**src/rtl/stack_pkg.sv**
```systemverilog
// rtl/stack_pkg.sv - shared op codes, FSM states and default widths for stack_ctrl
//
// Purpose: definitions common to stack_ctrl and stack_ptr.
//   OP_*       : 3-bit op codes presented on i_op
//   state_t    : sequencer states (ST_IDLE accepts ops, ST_FILL waits on memory)
//   *_DEFAULT  : default data/address widths and spill capacity
package stack_pkg;

  localparam int DW_DEFAULT        = 16;
  localparam int AW_DEFAULT        = 16;
  localparam int MEM_WORDS_DEFAULT = 65536;

  localparam logic [2:0] OP_NOP  = 3'b000;
  localparam logic [2:0] OP_PUSH = 3'b001;
  localparam logic [2:0] OP_POP  = 3'b010;
  localparam logic [2:0] OP_REPL = 3'b011;
  localparam logic [2:0] OP_SWAP = 3'b100;
  localparam logic [2:0] OP_DUP  = 3'b101;
  localparam logic [2:0] OP_OVER = 3'b110;
  localparam logic [2:0] OP_RSVD = 3'b111;

  typedef enum logic {
    ST_IDLE = 1'b0,
    ST_FILL = 1'b1
  } state_t;

endpackage

```
**src/rtl/stack_ptr.sv**
```systemverilog
// rtl/stack_ptr.sv - stack pointer and depth counters for stack_ctrl
//
// Purpose: owns sp (next free memory slot, grows downward) and the live-entry
// depth count. Both are updated from one-hot-style inc/dec strobes; with no
// strobe the value holds.
// Ports:
//   i_clock, i_reset_n        : clock, asynchronous active-low reset
//   i_sp_inc / i_sp_dec       : sp +1 (fill) / sp -1 (spill), modulo 2^AW
//   i_depth_inc / i_depth_dec : depth +1 / -1, saturating at full / empty
//   o_sp, o_sp_up             : current sp and sp+1 (address of the newest spill)
//   o_depth                   : live entry count
//   o_full, o_empty           : depth == MEM_WORDS+2, depth == 0
module stack_ptr
  import stack_pkg::*;
#(
  parameter int              AW        = AW_DEFAULT,
  parameter logic [AW-1:0]   SP_RESET  = 16'hFFFF,
  parameter int              MEM_WORDS = MEM_WORDS_DEFAULT
) (
  input  logic          i_clock,
  input  logic          i_reset_n,
  input  logic          i_sp_inc,
  input  logic          i_sp_dec,
  input  logic          i_depth_inc,
  input  logic          i_depth_dec,
  output logic [AW-1:0] o_sp,
  output logic [AW-1:0] o_sp_up,
  output logic [AW+1:0] o_depth,
  output logic          o_full,
  output logic          o_empty
);

  // Two register entries (T, N) on top of the spill capacity.
  localparam logic [AW+1:0] DEPTH_FULL = (AW+2)'(MEM_WORDS + 2);
  localparam logic [AW-1:0] SP_ONE     = AW'(1);
  localparam logic [AW+1:0] DEPTH_ONE  = (AW+2)'(1);

  logic [AW-1:0] sp_q;
  logic [AW+1:0] depth_q;

  assign o_sp    = sp_q;
  assign o_sp_up = sp_q + SP_ONE;
  assign o_depth = depth_q;
  assign o_full  = (depth_q == DEPTH_FULL);
  assign o_empty = (depth_q == '0);

  always_ff @(posedge i_clock or negedge i_reset_n) begin
    if (!i_reset_n) begin
      sp_q <= SP_RESET;
    end else if (i_sp_inc) begin
      sp_q <= sp_q + SP_ONE;
    end else if (i_sp_dec) begin
      sp_q <= sp_q - SP_ONE;
    end
  end

  always_ff @(posedge i_clock or negedge i_reset_n) begin
    if (!i_reset_n) begin
      depth_q <= '0;
    end else if (i_depth_inc && !o_full) begin
      depth_q <= depth_q + DEPTH_ONE;
    end else if (i_depth_dec && !o_empty) begin
      depth_q <= depth_q - DEPTH_ONE;
    end
  end

endmodule

```
**src/rtl/stack_ctrl.sv**
```systemverilog
// rtl/stack_ctrl.sv - data stack sequencer with T/N registers and memory spill/fill
//
// Purpose: keeps the top two stack entries in registers (T, N) and spills or
// fills deeper entries to a single-port, synchronous-read stack memory. The
// stack grows downward from SP_RESET; the oldest spill sits at the highest
// address.
// Optional feature: define STACK_CTRL_BOUNDS_EN to reject overflowing or
// underflowing ops (accepted, no effect) and raise the sticky o_err flag.
// Ports:
//   i_clock, i_reset_n   : clock, asynchronous active-low reset
//   i_valid, i_op, i_data: op request (see stack_pkg OP_*) and operand
//   o_ready              : op accepted on a rising edge when i_valid && o_ready
//   o_tos, o_nos, o_depth: T, N and live entry count
//   o_mem_*              : stack memory address, write strobe, write data
//   i_mem_rdata          : memory read data, valid the cycle after the address
//   o_err                : sticky bounds error (0 without the optional feature)
module stack_ctrl
  import stack_pkg::*;
#(
  parameter int            DW        = DW_DEFAULT,
  parameter int            AW        = AW_DEFAULT,
  parameter logic [AW-1:0] SP_RESET  = 16'hFFFF,
  parameter int            MEM_WORDS = MEM_WORDS_DEFAULT
) (
  input  logic          i_clock,
  input  logic          i_reset_n,
  input  logic          i_valid,
  input  logic [2:0]    i_op,
  input  logic [DW-1:0] i_data,
  output logic          o_ready,
  output logic [DW-1:0] o_tos,
  output logic [DW-1:0] o_nos,
  output logic [AW+1:0] o_depth,
  output logic [AW-1:0] o_mem_addr,
  output logic          o_mem_we,
  output logic [DW-1:0] o_mem_wdata,
  input  logic [DW-1:0] i_mem_rdata,
  output logic          o_err
);

  localparam logic [AW+1:0] DEPTH_TWO = (AW+2)'(2);

  state_t        state_q, state_d;
  logic [DW-1:0] tos_q, tos_d;
  logic [DW-1:0] nos_q, nos_d;
  logic [DW-1:0] push_val;

  logic [AW-1:0] sp, sp_up;
  logic [AW+1:0] depth;
  logic          full, empty;
  logic          depth_ge2, depth_gt2;
  logic          sp_inc, sp_dec, depth_inc, depth_dec;

  logic          push_bad, pop_bad, swap_bad;
  logic          err_set;
  logic          mem_we;
  logic [AW-1:0] mem_addr;

  stack_ptr #(
    .AW        (AW),
    .SP_RESET  (SP_RESET),
    .MEM_WORDS (MEM_WORDS)
  ) u_ptr (
    .i_clock     (i_clock),
    .i_reset_n   (i_reset_n),
    .i_sp_inc    (sp_inc),
    .i_sp_dec    (sp_dec),
    .i_depth_inc (depth_inc),
    .i_depth_dec (depth_dec),
    .o_sp        (sp),
    .o_sp_up     (sp_up),
    .o_depth     (depth),
    .o_full      (full),
    .o_empty     (empty)
  );

  assign depth_ge2 = (depth >= DEPTH_TWO);
  assign depth_gt2 = (depth >  DEPTH_TWO);

`ifdef STACK_CTRL_BOUNDS_EN
  assign push_bad = full
                 || ((i_op == OP_DUP)  && empty)
                 || ((i_op == OP_OVER) && !depth_ge2);
  assign pop_bad  = empty;
  assign swap_bad = !depth_ge2;
`else
  assign push_bad = 1'b0;
  assign pop_bad  = 1'b0;
  assign swap_bad = 1'b0;
`endif

  // DUP and OVER are PUSH with the operand taken from T or N.
  always_comb begin
    push_val = i_data;
    case (i_op)
      OP_DUP:  push_val = tos_q;
      OP_OVER: push_val = nos_q;
      default: push_val = i_data;
    endcase
  end

  always_comb begin
    state_d   = state_q;
    tos_d     = tos_q;
    nos_d     = nos_q;
    sp_inc    = 1'b0;
    sp_dec    = 1'b0;
    depth_inc = 1'b0;
    depth_dec = 1'b0;
    mem_we    = 1'b0;
    mem_addr  = sp;
    err_set   = 1'b0;

    if (state_q == ST_FILL) begin
      // Read was issued in the accept cycle; data lands now.
      nos_d   = i_mem_rdata;
      state_d = ST_IDLE;
    end else if (i_valid) begin
      case (i_op)
        OP_PUSH, OP_DUP, OP_OVER: begin
          if (push_bad) begin
            err_set = 1'b1;
          end else begin
            tos_d     = push_val;
            nos_d     = tos_q;
            depth_inc = 1'b1;
            // N only has somewhere to go once both registers are live.
            if (depth_ge2) begin
              mem_we = 1'b1;
              sp_dec = 1'b1;
            end
          end
        end
        OP_POP: begin
          if (pop_bad) begin
            err_set = 1'b1;
          end else begin
            tos_d     = nos_q;
            depth_dec = 1'b1;
            if (depth_gt2) begin
              mem_addr = sp_up;
              sp_inc   = 1'b1;
              state_d  = ST_FILL;
            end else begin
              nos_d = '0;
            end
          end
        end
        OP_REPL: begin
          tos_d = i_data;
        end
        OP_SWAP: begin
          if (swap_bad) begin
            err_set = 1'b1;
          end else begin
            tos_d = nos_q;
            nos_d = tos_q;
          end
        end
        default: begin
        end
      endcase
    end
  end

  always_ff @(posedge i_clock or negedge i_reset_n) begin
    if (!i_reset_n) begin
      state_q <= ST_IDLE;
    end else begin
      state_q <= state_d;
    end
  end

  always_ff @(posedge i_clock or negedge i_reset_n) begin
    if (!i_reset_n) begin
      tos_q <= '0;
      nos_q <= '0;
    end else begin
      tos_q <= tos_d;
      nos_q <= nos_d;
    end
  end

`ifdef STACK_CTRL_BOUNDS_EN
  logic err_q;

  always_ff @(posedge i_clock or negedge i_reset_n) begin
    if (!i_reset_n) begin
      err_q <= 1'b0;
    end else if (err_set) begin
      err_q <= 1'b1;
    end
  end

  assign o_err = err_q;
`else
  logic unused_bounds;
  assign unused_bounds = full | empty | err_set;
  assign o_err         = 1'b0;
`endif

  assign o_ready     = (state_q == ST_IDLE);
  assign o_tos       = tos_q;
  assign o_nos       = nos_q;
  assign o_depth     = depth;
  assign o_mem_addr  = mem_addr;
  assign o_mem_we    = mem_we;
  assign o_mem_wdata = mem_we ? nos_q : '0;

endmodule
```
**config.mk**
```make
export PLATFORM = sky130hd
export DESIGN_NAME = stack_ctrl
export DESIGN_NICKNAME = d
export VERILOG_FILES = /design/src/rtl/stack_pkg.sv /design/src/rtl/stack_ptr.sv /design/src/rtl/stack_ctrl.sv
export SDC_FILE = /design/constraint.sdc
export NUM_CORES = 1
export LEC_CHECK = 0
export ABC_AREA = 0
export CORE_ASPECT_RATIO = 0.75
export CORE_MARGIN = 4
export CORE_UTILIZATION = 48
export DETAILED_ROUTE_END_ITERATION = 6
export HOLD_SLACK_MARGIN = 0.06
export PLACE_DENSITY_LB_ADDON = 0.1
export SYNTH_ARGS = -nofsm -noshare
export SYNTH_HDL_FRONTEND = slang
export SYNTH_SLANG_ARGS = --single-unit
```
**constraint.sdc**
```tcl
create_clock -name i_clock -period 4.5 [get_ports i_clock]
set_input_delay 0.9 -clock i_clock [delete_from_list [all_inputs] [get_ports i_clock]]
set_output_delay 0.9 -clock i_clock [all_outputs]
set_load 0.05 [all_outputs]
```
==> results of run 1 <==
-- cell usage in the layout, fill, tap and decap left out, drive strengths merged, types with 18 or more instances in the layout --
cell type / n
dfrtp: 51
inv: 28
ha: 18
mux2i: 19
nor2: 30
clkdlybuf4s50: 87
o21ai: 34
xor2: 19
nand2: 32
buf: 42
xnor2: 26
a21oi: 31
-- layer usage --
| metal | up-vias | routed length, µm |
|---|---|---|
| met5 | - | 0 |
| met4 | 0 | 209 |
| met3 | 19 | 754 |
| met2 | 135 | 5870 |
| met1 | 1882 | 5040 |
| li1 | 1831 | - |
-- through the flow --
step / cell area, µm² / cells / setup slack, ns / power (W) / hold WS (ns)
floorplan: 4190 / 447 / 0.642 / 0.00282 / 0.487
finish: 6090 / 678 / 0.200 / 0.00448 / 0.508
CTS: 6090 / 678 / 0.162 / 0.00449 / 0.509
global route: 6090 / 678 / 0.0129 / 0.00475 / 0.515
global placement: 5780 / 662 / 0.248 / 0.00368 / 0.496
detailed placement: 5780 / 662 / 0.122 / 0.00373 / 0.501
-- critical path: cells and delay by family --
| kind | cells | cell delay, ns |
|---|---|---|
| xor+xnor | 1 | 0.25 |
| simple gates | 4 | 1.13 |
| compound gates | 1 | 0.19 |
| buf+inv | 3 | 0.91 |
-- worst paths after layout --
kind	to	slack, ns
min in group asynchronous	o_nos[4]	0.62
max in group asynchronous	o_nos[0]	2.91
worst min register to register	u_ptr.o_sp[5]	0.51
worst min-delay path	u_ptr.o_sp[5]	0.51
worst max-delay path	o_mem_addr[10]	0.20
worst max register to register	u_ptr.o_depth[17]	0.47
-- registers in the layout, summed over array words and instances (netlist names) --
| register | flops |
|---|---|
| u_ptr.o_depth | 18 |
| state_q | 1 |
| u_ptr.o_sp | 16 |
| o_tos | 16 |
| o_nos | 16 |
-- synth_stat cells (all sizes together) (3+ instances only) --
cell,n
a21o,4
a21oi,31
a222oi,16
a31oi,7
and2,16
and3,7
buf,8
clkbuf,14
dfrtp,51
dfstp,16
ha,18
inv,28
mux2i,19
nand2,32
nand2b,7
nand3,11
nand4,4
nor2,30
nor2b,3
nor3,7
nor4,4
o21ai,34
o21bai,3
o31a,4
or3,3
or4,3
xnor2,26
xor2,19
-- power by group --
| part | switching, W | internal, W |
|---|---|---|
| clock | 0.000255 | 0.000474 |
| combinational | 0.00156 | 0.00103 |
| sequential | 0.000290 | 0.000866 |
| total | 0.00210 | 0.00237 |
-- area by class of cell --
type	count	area (µm²)	area share (%)
clock buffer	14	274	4.50
clock inverter	2	35.0	0.576
inverter	28	105	1.73
multi-input combinational	330	2290	37.7
sequential	67	1700	27.9
tap	108	135	2.22
timing repair buffer	129	1550	25.4
-- cell families (layout without fill, tap and decap cells) --
group,after synthesis,after routing,share of synthesized area [%]
AO/OA/AOI/OAI,112,112,17.9
XOR/XNOR,45,45,9.40
adder cells (fa/ha/maj),19,19,5.85
buffers and inverters,50,173,4.98
flip-flops,67,67,40.5
multiplexers,20,20,4.81
other,1,1,0.0895
AND/OR/NAND/NOR,133,133,16.5
==> metrics.md, run 1 <==
| Metric | Value |
|---|---|
| Routed len/inst | `17.5 µm` |
| CP Capture Type | `output port` |
| Total number of vias | `3867` |
| GPL Wtd Cong | `0.909` |
| Post-CTS setup repair buffer count | `0` |
| CP startpoint kind | `input pin` |
| Slew HR | `34.8%` |
| H-tree depth | `3` |
| Total CTS buffers | `9` |
| Critical path arrival | `3.40 ns` |
| N_diodes | `0` |
| # port buffers | `121` |
| CP max stage delay | `0.56 ns` |
| Mapped Area | `~4200 µm²` |
| Worst-path cell with the longest stage delay | `nor4b_1` |
| Initial antenna violation count | `0` |
| CTS tree | `built` |
| Syn_nets | `504` |
| Sink Count | `between 60 and 70` |
| Fin util | `71.7%` |
| DRC errors left | `0` |
| NumNets Final | `between 600 and 700` |
| First DRT Iteration DRCs | `337` |
| Share of cells above drive strength 1 | `around 15%` |
| F_max | `233 MHz` |
| Start point of the critical path | `i_valid` |
| Async S/R FF share, synth | `100%` |
| P per Cell Area | `about 740 nW/µm²` |
| Root buffer cell | `clkbuf_16` |
| RSZ-0062 raised after global routing | `no` |
| Initial cell density of the core | `approximately 49%` |
| Type of the worst min-delay path | `reg2reg` |
| Area leader, netlist | `dfrtp_1` |
| # rows | `29` |
| CTS clock-pin slew for the worst setup and hold paths | `0.06 ns` |
| Syn avg cell area | `9.38 µm²` |
| EDFF count, synth | `0` |
| Setup TNS | `0 ns` |
| Final HPWL DP | `8.58 mm` |
| YS warnings | `0` |
| Post-route ant nets | `0` |
| M2 GR Usage | `40.8%` |
| Worst hold path depth | `1` |
| Reg2reg start | `u_ptr.o_depth[7]` |
| Peak VDD IR | `0.000517 V` |
| Core ar. | `8490 µm²` |
| Largest net degree at the start of global routing | `38` |
| Filler cells | `between 600 and 700` |
| Cts hold-fix bufs | `0` |
| Static Leak | `about 2.7 nW` |
| # resized after CTS | `0` |
| Min-delay src | `u_ptr.o_sp[5]` |
| Syn Inst Count | `~450` |
| Final cycle utilization of the critical path | `a little over nine tenths` |
| DR pass1 iterations | `5` |
| Worst Tran Pin Value | `0.975 ns` |
| Number of global-route vias before repair | `approximately 3900` |
| Grt ovf | `0` |
| Post-synthesis sequential area ratio | `40.5%` |
| Die ar. | `10300 µm²` |
| Global-route usage over all layers | `24.3%` |
| Max cap viols | `0` |
| Synth area leaders | `dfrtp_1 30%, dfstp_2 10%, xnor2_1 5.4%` |
| Die Wd | `116 µm` |
| Area delta synth->final | `45.2%` |
| Met1 usage | `between 30 and 40%` |
| Longest Clk Path Bufs | `2` |
| Status | `complete, no violations` |
| Synth Flop Type | `dfrtp_1` |
| Clock latency at the later pin of the worst-skew pair | `0.33 ns` |
| Cell variety after synth | `61` |
| WP data required | `~3.6 ns` |
| GRT Max-Usage Layer | `met2` |
| Final Hold Fails | `0` |
| Ordered cell list for the critical path | `clkdlybuf4s50_1 -> nand2b_4 -> nor4b_1 -> o21ai_2 -> inv_2 -> and4_4 -> and3_1 -> xor2_1 -> buf_12` |
| # setup viols final | `0` |
| Boundary Pins | `123` |
| Die Ht | `88.9 µm` |
| Post-Route WL | `approximately 12 mm` |
| Post-layout min period | `4.30 ns` |
| GR Util met3 | `6.56%` |
| Top-area cell type share of the netlist area | `a little under a third` |
| CP max FO | `10` |
| First-pass GRT wire length | `19.7 mm` |
| Max Slew Vio Count | `0` |
| Worst R2R Path Depth | `12` |
| Skew final | `0.00701 ns` |
| Crit path kind | `in2out` |
| #FFs+latches synth | `67` |
| Via-to-Cell Ratio | `5.70` |
No activity file was read; power rests on OpenSTA's default activity.
==> inputs of run 2 (changes only) <==
--- a/config.mk
+++ b/config.mk
@@ -8,10 +8,12 @@
 export ABC_AREA = 0
 export CORE_ASPECT_RATIO = 0.75
 export CORE_MARGIN = 4
-export CORE_UTILIZATION = 48
+export CORE_UTILIZATION = 43
 export DETAILED_ROUTE_END_ITERATION = 6
+export GPL_ROUTABILITY_DRIVEN = 0
 export HOLD_SLACK_MARGIN = 0.06
 export PLACE_DENSITY_LB_ADDON = 0.1
+export REMOVE_ABC_BUFFERS = 1
 export SYNTH_ARGS = -nofsm -noshare
 export SYNTH_HDL_FRONTEND = slang
 export SYNTH_SLANG_ARGS = --single-unit
==> constraint.sdc (replaced) <==
create_clock -name i_clock -period 3.5 [get_ports i_clock]
set_input_delay 0.7 -clock i_clock [delete_from_list [all_inputs] [get_ports i_clock]]
set_output_delay 0.7 -clock i_clock [all_outputs]
set_load 0.05 [all_outputs]
==> run 2 against run 1 <==
Core utilization increased by 0.82 points; critical path type is now reg2out; clock-buffer cell count unchanged; clock power increased by 16%; combinational power increased by 48%.
==> metrics.md, run 2 (synthesis gave the netlist of run 1 again) <==
| Metric | Value |
|---|---|
| Commonest non-fill, non-tap cell in the layout | `clkdlybuf4s50_1` |
| Routed len/inst | `roughly 17 µm` |
| DRC errors left | `0` |
| Grt ovf | `0` |
| CP startpoint kind | `flip-flop` |
| Share of cells above drive strength 1 | `26.3%` |
| Worst Tran Pin Value | `0.874 ns` |
| Final HPWL DP | `9.03 mm` |
| Comb pwr share | `62.0%` |
| Net load switching power | `roughly 0.0029 W` |
| NumNets Final | `671` |
| Total number of vias | `~4000` |
| Post-Route WL | `about 13 mm` |
| Static Leak | `2.99 nW` |
| N_diodes | `0` |
| H-tree depth | `3` |
| Metal3 WL | `between 700 and 800 µm` |
| Number of global-route vias before repair | `between 4000 and 5000` |
| Total power | `0.00618 W` |
| Clock latency at the later pin of the worst-skew pair | `0.33 ns` |
| Skew final | `0.00724 ns` |
| Global-route usage over all layers | `22.0%` |
| Area of the multi-input gates | `2500 µm²` |
| Worst hold margin | `0.518 ns` |
| CTS tree | `built` |
| Total CTS buffers | `9` |
| First DRT Iteration DRCs | `around 260` |
| F_max | `294 MHz` |
| Die ar. | `about 11000 µm²` |
| Fin util | `between 70% and 80%` |
| Via-to-Cell Ratio | `5.42` |
| DR pass1 iterations | `6` |
| Met2 wire length | `6.05 mm` |
| Filler cells | `719` |
| Status | `complete, no violations` |
| Placed Instance Area | `between 6000 and 7000 µm²` |
| Final cycle utilization of the critical path | `a little over nine tenths` |
| Longest Clk Path Bufs | `2` |
| Max Slew Vio Count | `0` |
| CTS clock-pin slew for the worst setup and hold paths | `roughly 0.060 ns` |
| CP Capture Type | `output port` |
| # port buffers | `121` |
| Final Hold Fails | `0` |
| Peak VDD IR | `0.000616 V` |
| Int Power | `0.00332 W` |
| Core ar. | `around 9300 µm²` |
| Area occupied by registers | `1700 µm²` |
| Area delta synth->final | `60.4%` |
| Flop pwr share | `24.3%` |
| Die Ht | `93.5 µm` |
| Critical path arrival | `2.70 ns` |
| Switching fraction of total power | `a little under half` |
| Clock share of power | `13.7%` |
| Max reg flops | `18` |
| Sink Count | `67` |
| Initial cell density of the core | `45.2%` |
| First-pass GRT wire length | `roughly 20 mm` |
| Post-route ant nets | `0` |
| WP data required | `2.80 ns` |
| Post-layout min period | `3.40 ns` |
| # setup viols final | `0` |
| Commonest non-fill, non-tap cells in the layout | `84 x clkdlybuf4s50_1, 54 x buf_4, 50 x dfrtp_1` |
| Slew HR | `41.7%` |
| Max cap viols | `0` |
| Largest net degree at the start of global routing | `just under 70` |
| Met1 wire length | `5.59 mm` |
| Crit path kind | `reg2out` |
| Cts hold-fix bufs | `0` |
| Type of the worst min-delay path | `reg2reg` |
| Highest metal used | `met4` |
| Boundary Pins | `~120` |
| Initial antenna violation count | `0` |
| P per Cell Area | `920 nW/µm²` |
| Root buffer cell | `clkbuf_16` |
| CP max FO | `5` |
| Die Wd | `122 µm` |
| Post-layout instance area | `6720 µm²` |
| # rows | `30` |
run 2: cell count changes in the layout (fill, tap and decap cells not counted), sizes merged:
cell,previous run,this run
buf,42,91
dlymetal6s2s,0,2
inv,28,27
bufinv,1,0
dlygate4sd2,0,1
clkinvlp,0,2
clkdlybuf4s50,87,84
run 2: path summary, 6_finish.rpt:
check	startpoint	endpoint	slack, ns	depth (start not counted)
max in group asynchronous	i_reset_n	u_ptr.o_depth[3]	2.31	2
min in group asynchronous	i_reset_n	o_nos[7]	0.55	2
setup / recovery	u_ptr.o_depth[3]	o_mem_addr[10]	0.10	8
hold / removal	o_tos[5]	o_nos[5]	0.52	2
hold reg to reg	o_tos[5]	o_nos[5]	0.52	2
setup reg to reg	u_ptr.o_depth[9]	u_ptr.o_depth[11]	0.18	14
run 2: cell type report:
class / count / share of cell area [%]
clock buffer: 14 / 3.93
clock inverter: 2 / 0.186
inverter: 28 / 1.62
multi-input combinational: 330 / 37.2
sequential: 67 / 25.3
tap: 128 / 2.38
timing repair buffer: 178 / 29.4
run 2: repair_timing:
item,CTS,global route
gates cloned,0,0
setup buffers,0,4
pin swaps,1,11
hold endpoints to repair,0,0
endpoints found under the setup margin,7,18
resized for setup,8,34
run 2: power by group through the flow:
stage	logic, W	registers (W)	clock network [W]
detailed placement	0.00363	0.00148	0
finish	0.00383	0.00150	0.000846
CTS	0.00366	0.00148	0.000858
global placement	0.00358	0.00146	0
floorplan	0.00156	0.00204	0
global route	0.00407	0.00156	0.000904
run 2: routing by layer:
metal | global-route usage [%] | up-vias
met5 | 0 | -
met4 | 4.38 | 0
met3 | 6.89 | 15
met2 | 35.3 | 134
met1 | 29.4 | 1969
li1 | - | 1932
run 2: metrics by stage:
stage	TNS [ns]	cells	setup slack [ns]
6_report	0	747	0.101
5_1_grt	-0.0240	747	-0.0128
4_1_cts	0	743	0.0308
3_5_place_dp	-1.83	727	-0.255
3_3_place_gp	-0.970	727	-0.183
2_1_floorplan	-0.214	425	-0.0887
run 2: worst max-delay path, cell delays in order, from the launching register on:
cell and delay (ns):
dfrtp_2 0.44, or4_4 0.56, a211o_1 0.29, o21ai_4 0.23, inv_2 0.05, and4_4 0.20, and3_1 0.21, xor2_2 0.22
buf_12 0.16
==> inputs of run 3 (changes only) <==
--- a/config.mk
+++ b/config.mk
@@ -6,6 +6,7 @@
 export NUM_CORES = 1
 export LEC_CHECK = 0
 export ABC_AREA = 0
+export CAP_MARGIN = 20
 export CORE_ASPECT_RATIO = 0.75
 export CORE_MARGIN = 4
 export CORE_UTILIZATION = 43
@@ -13,6 +14,7 @@
 export GPL_ROUTABILITY_DRIVEN = 0
 export HOLD_SLACK_MARGIN = 0.06
 export PLACE_DENSITY_LB_ADDON = 0.1
+export RECOVER_POWER = 50
 export REMOVE_ABC_BUFFERS = 1
 export SYNTH_ARGS = -nofsm -noshare
 export SYNTH_HDL_FRONTEND = slang
==> run 3 against run 2 <==
The flow now finishes with violations (max-capacitance violations, max-slew violations); register-to-register slack about the same; clock power about the same; first-iteration DRC count up 0.78%; critical endpoint unchanged.
==> metrics.md, run 3 (synthesis gave the netlist of run 1 again) <==
| Metric | Value |
|---|---|
| Status | `finished, violations left` |
| Failing checks | `max-capacitance violations, max-slew violations` |
| Sink Count | `67` |
| Comb pwr share | `61.9%` |
| Root buffer cell | `clkbuf_16` |
| Worst-path cell with the longest stage delay | `or4_4` |
| Worst path top cell family by delay | `simple AND/OR/NAND/NOR gates` |
| First-pass GRT wire length | `20.1 mm` |
| Reg2reg start | `u_ptr.o_depth[9]` |
| Slew HR | `-13.0%` |
| Max cap viols | `1` |
| Hold endpoint | `o_nos[5]` |
| Die Wd | `122 µm` |
| Max Slew Vio Count | `68` |
| Worst R2R Path Depth | `14` |
| Longest Clk Path Bufs | `2` |
| Int Power | `0.00330 W` |
| Core ar. | `9270 µm²` |
| Area delta synth->final | `60.0%` |
| Min-delay src | `o_tos[5]` |
| Via-to-Cell Ratio | `5.40` |
| Total CTS buffers | `9` |
| Switching fraction of total power | `a little under half` |
| GR Util met3 | `6.89%` |
| Total number of vias | `roughly 4000` |
| Initial cell density of the core | `45.2%` |
| Skew final | `0.00770 ns` |
| Boundary Pins | `roughly 120` |
| Worst reg-to-reg setup slack | `0.17 ns` |
| CP max FO | `5` |
| CTS tree | `built` |
| DR pass1 iterations | `7` |
| CP startpoint kind | `flip-flop` |
| Clock share of power | `13.7%` |
| Reg-to-reg critical path endpoint | `u_ptr.o_depth[11]` |
| F_max | `294 MHz` |
| Global-route usage over all layers | `22.0%` |
| Total power | `0.00616 W` |
| Critical path arrival | `2.70 ns` |
| Buf/Inv on CP | `2` |
| NumNets Final | `671` |
| Worst hold margin | `0.513 ns` |
| Crit path kind | `reg2out` |
| Die ar. | `11400 µm²` |
| M2 GR Usage | `between 30% and 40%` |
| Initial antenna violation count | `0` |
| # port buffers | `between 100 and 150` |
| Commonest non-fill, non-tap cells in the layout | `65 x clkdlybuf4s50_1, 50 x dfrtp_1, 50 x buf_4` |
| Commonest non-fill, non-tap cell in the layout | `clkdlybuf4s50_1` |
| N_diodes | `0` |
| Final Hold Fails | `0` |
| Max reg flops | `18` |
| Cts hold-fix bufs | `0` |
| Clock latency at the later pin of the worst-skew pair | `0.33 ns` |
| Peak VDD IR | `0.000616 V` |
| Final cycle utilization of the critical path | `a little under 100%` |
| Static Leak | `2.98 nW` |
| DRC errors left | `0` |
| Post-route ant nets | `0` |
| Final HPWL DP | `around 9.0 mm` |
| CP max stage delay | `0.56 ns` |
| Routed len/inst | `16.7 µm` |
| # setup viols final | `0` |
| H-tree depth | `3` |
| Grt ovf | `0` |
| CP Capture Type | `output port` |
| Number of global-route vias before repair | `4029` |
| Post-Route WL | `12.5 mm` |
| P per Cell Area | `between 900 and 1000 nW/µm²` |
| Post-layout instance area | `6710 µm²` |
| GRT Max-Usage Layer | `met2` |
| Worst Tran Pin Value | `1.69 ns` |
| Net load switching power | `0.00286 W` |
| First DRT Iteration DRCs | `258` |
| Die Ht | `93.5 µm` |
| Placed Instance Area | `6190 µm²` |
| Type of the worst min-delay path | `reg2reg` |
| Largest net degree at the start of global routing | `68` |
| # rows | `30` |
| Met1 usage | `29.4%` |
| CTS clock-pin slew for the worst setup and hold paths | `0.06 ns` |
| Ordered cell list for the critical path | `or4_4 -> a211o_1 -> o21ai_4 -> inv_2 -> and4_4 -> and3_1 -> xor2_2 -> buf_12` |
| Share of cells above drive strength 1 | `25.8%` |
| Worst hold path depth | `2` |
| WP data required | `between 2 and 3 ns` |
| Post-layout min period | `3.40 ns` |
| Flop pwr share | `24.4%` |
==> run 3: cell types whose count changed in the layout (fill, tap and decap cells not counted), sizes merged <==
cell	change
dlygate4sd3	+19
buf	-4
clkbuf	+4
clkdlybuf4s50	-19
==> run 3: worst max-delay path by stage <==
stage	end	start	cells after the start	slack [ns]
after floorplan	u_ptr.o_depth[16]	u_ptr.o_depth[3]	11	-0.09
after detailed placement	u_ptr.o_depth[17]	i_op[0]	14	-0.26
after global routing	u_ptr.o_depth[16]	i_op[2]	15	-0.01
after global placement	u_ptr.o_depth[17]	i_op[0]	14	-0.18
final	o_mem_addr[10]	u_ptr.o_depth[3]	8	0.10
after CTS	o_mem_addr[10]	i_op[0]	10	0.03
==> run 3: metal layers <==
metal  share of wire, %  up-vias
met5                  0        -
met1                 44     1961
met4               0.88        0
met2                 49      132
met3                6.2       12
li1                   -     1932
==> run 3: power groups by stage <==
| stage | clock (W) | combinational (W) | sequential [W] |
|---|---|---|---|
| after detailed placement | 0 | 0.00363 | 0.00148 |
| after floorplan | 0 | 0.00156 | 0.00204 |
| after CTS | 0.000858 | 0.00366 | 0.00148 |
| final | 0.000847 | 0.00381 | 0.00150 |
| after global routing | 0.000904 | 0.00405 | 0.00155 |
| after global placement | 0 | 0.00358 | 0.00146 |
==> run 3: worst register-to-register path: cells and delay by family, from the launching register on <==
kind	cells	cell delay (ns)
adder cells (fa/ha/maj)	1	0.20
AO/OA/AOI/OAI	6	1.27
buffers and inverters	3	0.51
AND/OR/NAND/NOR	3	0.66
flip-flops	1	0.44
XOR/XNOR	1	0.12
==> run 3: timing repair <==
action,in CTS,in global routing
endpoints found under the setup margin,7,18
resized for setup,8,34
setup buffers,0,4
pin swaps,1,11
hold endpoints to repair,0,0
==> run 3: cell type report <==
type                       instances  area, µm²
inverter                          28        109
fill                             724       2560
clock inverter                     2       12.5
clock buffer                      14        264
sequential                        67       1700
timing repair buffer             178       1970
multi-input combinational        330       2500
tap                              128        160
==> run 3: per-stage QoR <==
step | setup TNS [ns] | instances | worst slack [ns] | utilization [%]
finish | 0 | 747 | 0.102 | 72.3
global route | -0.0199 | 747 | -0.0107 | 72.3
CTS | 0 | 743 | 0.0308 | 70.2
detailed placement | -1.83 | 727 | -0.255 | 66.8
global placement | -0.970 | 727 | -0.183 | 66.8
floorplan | -0.214 | 425 | -0.0887 | -
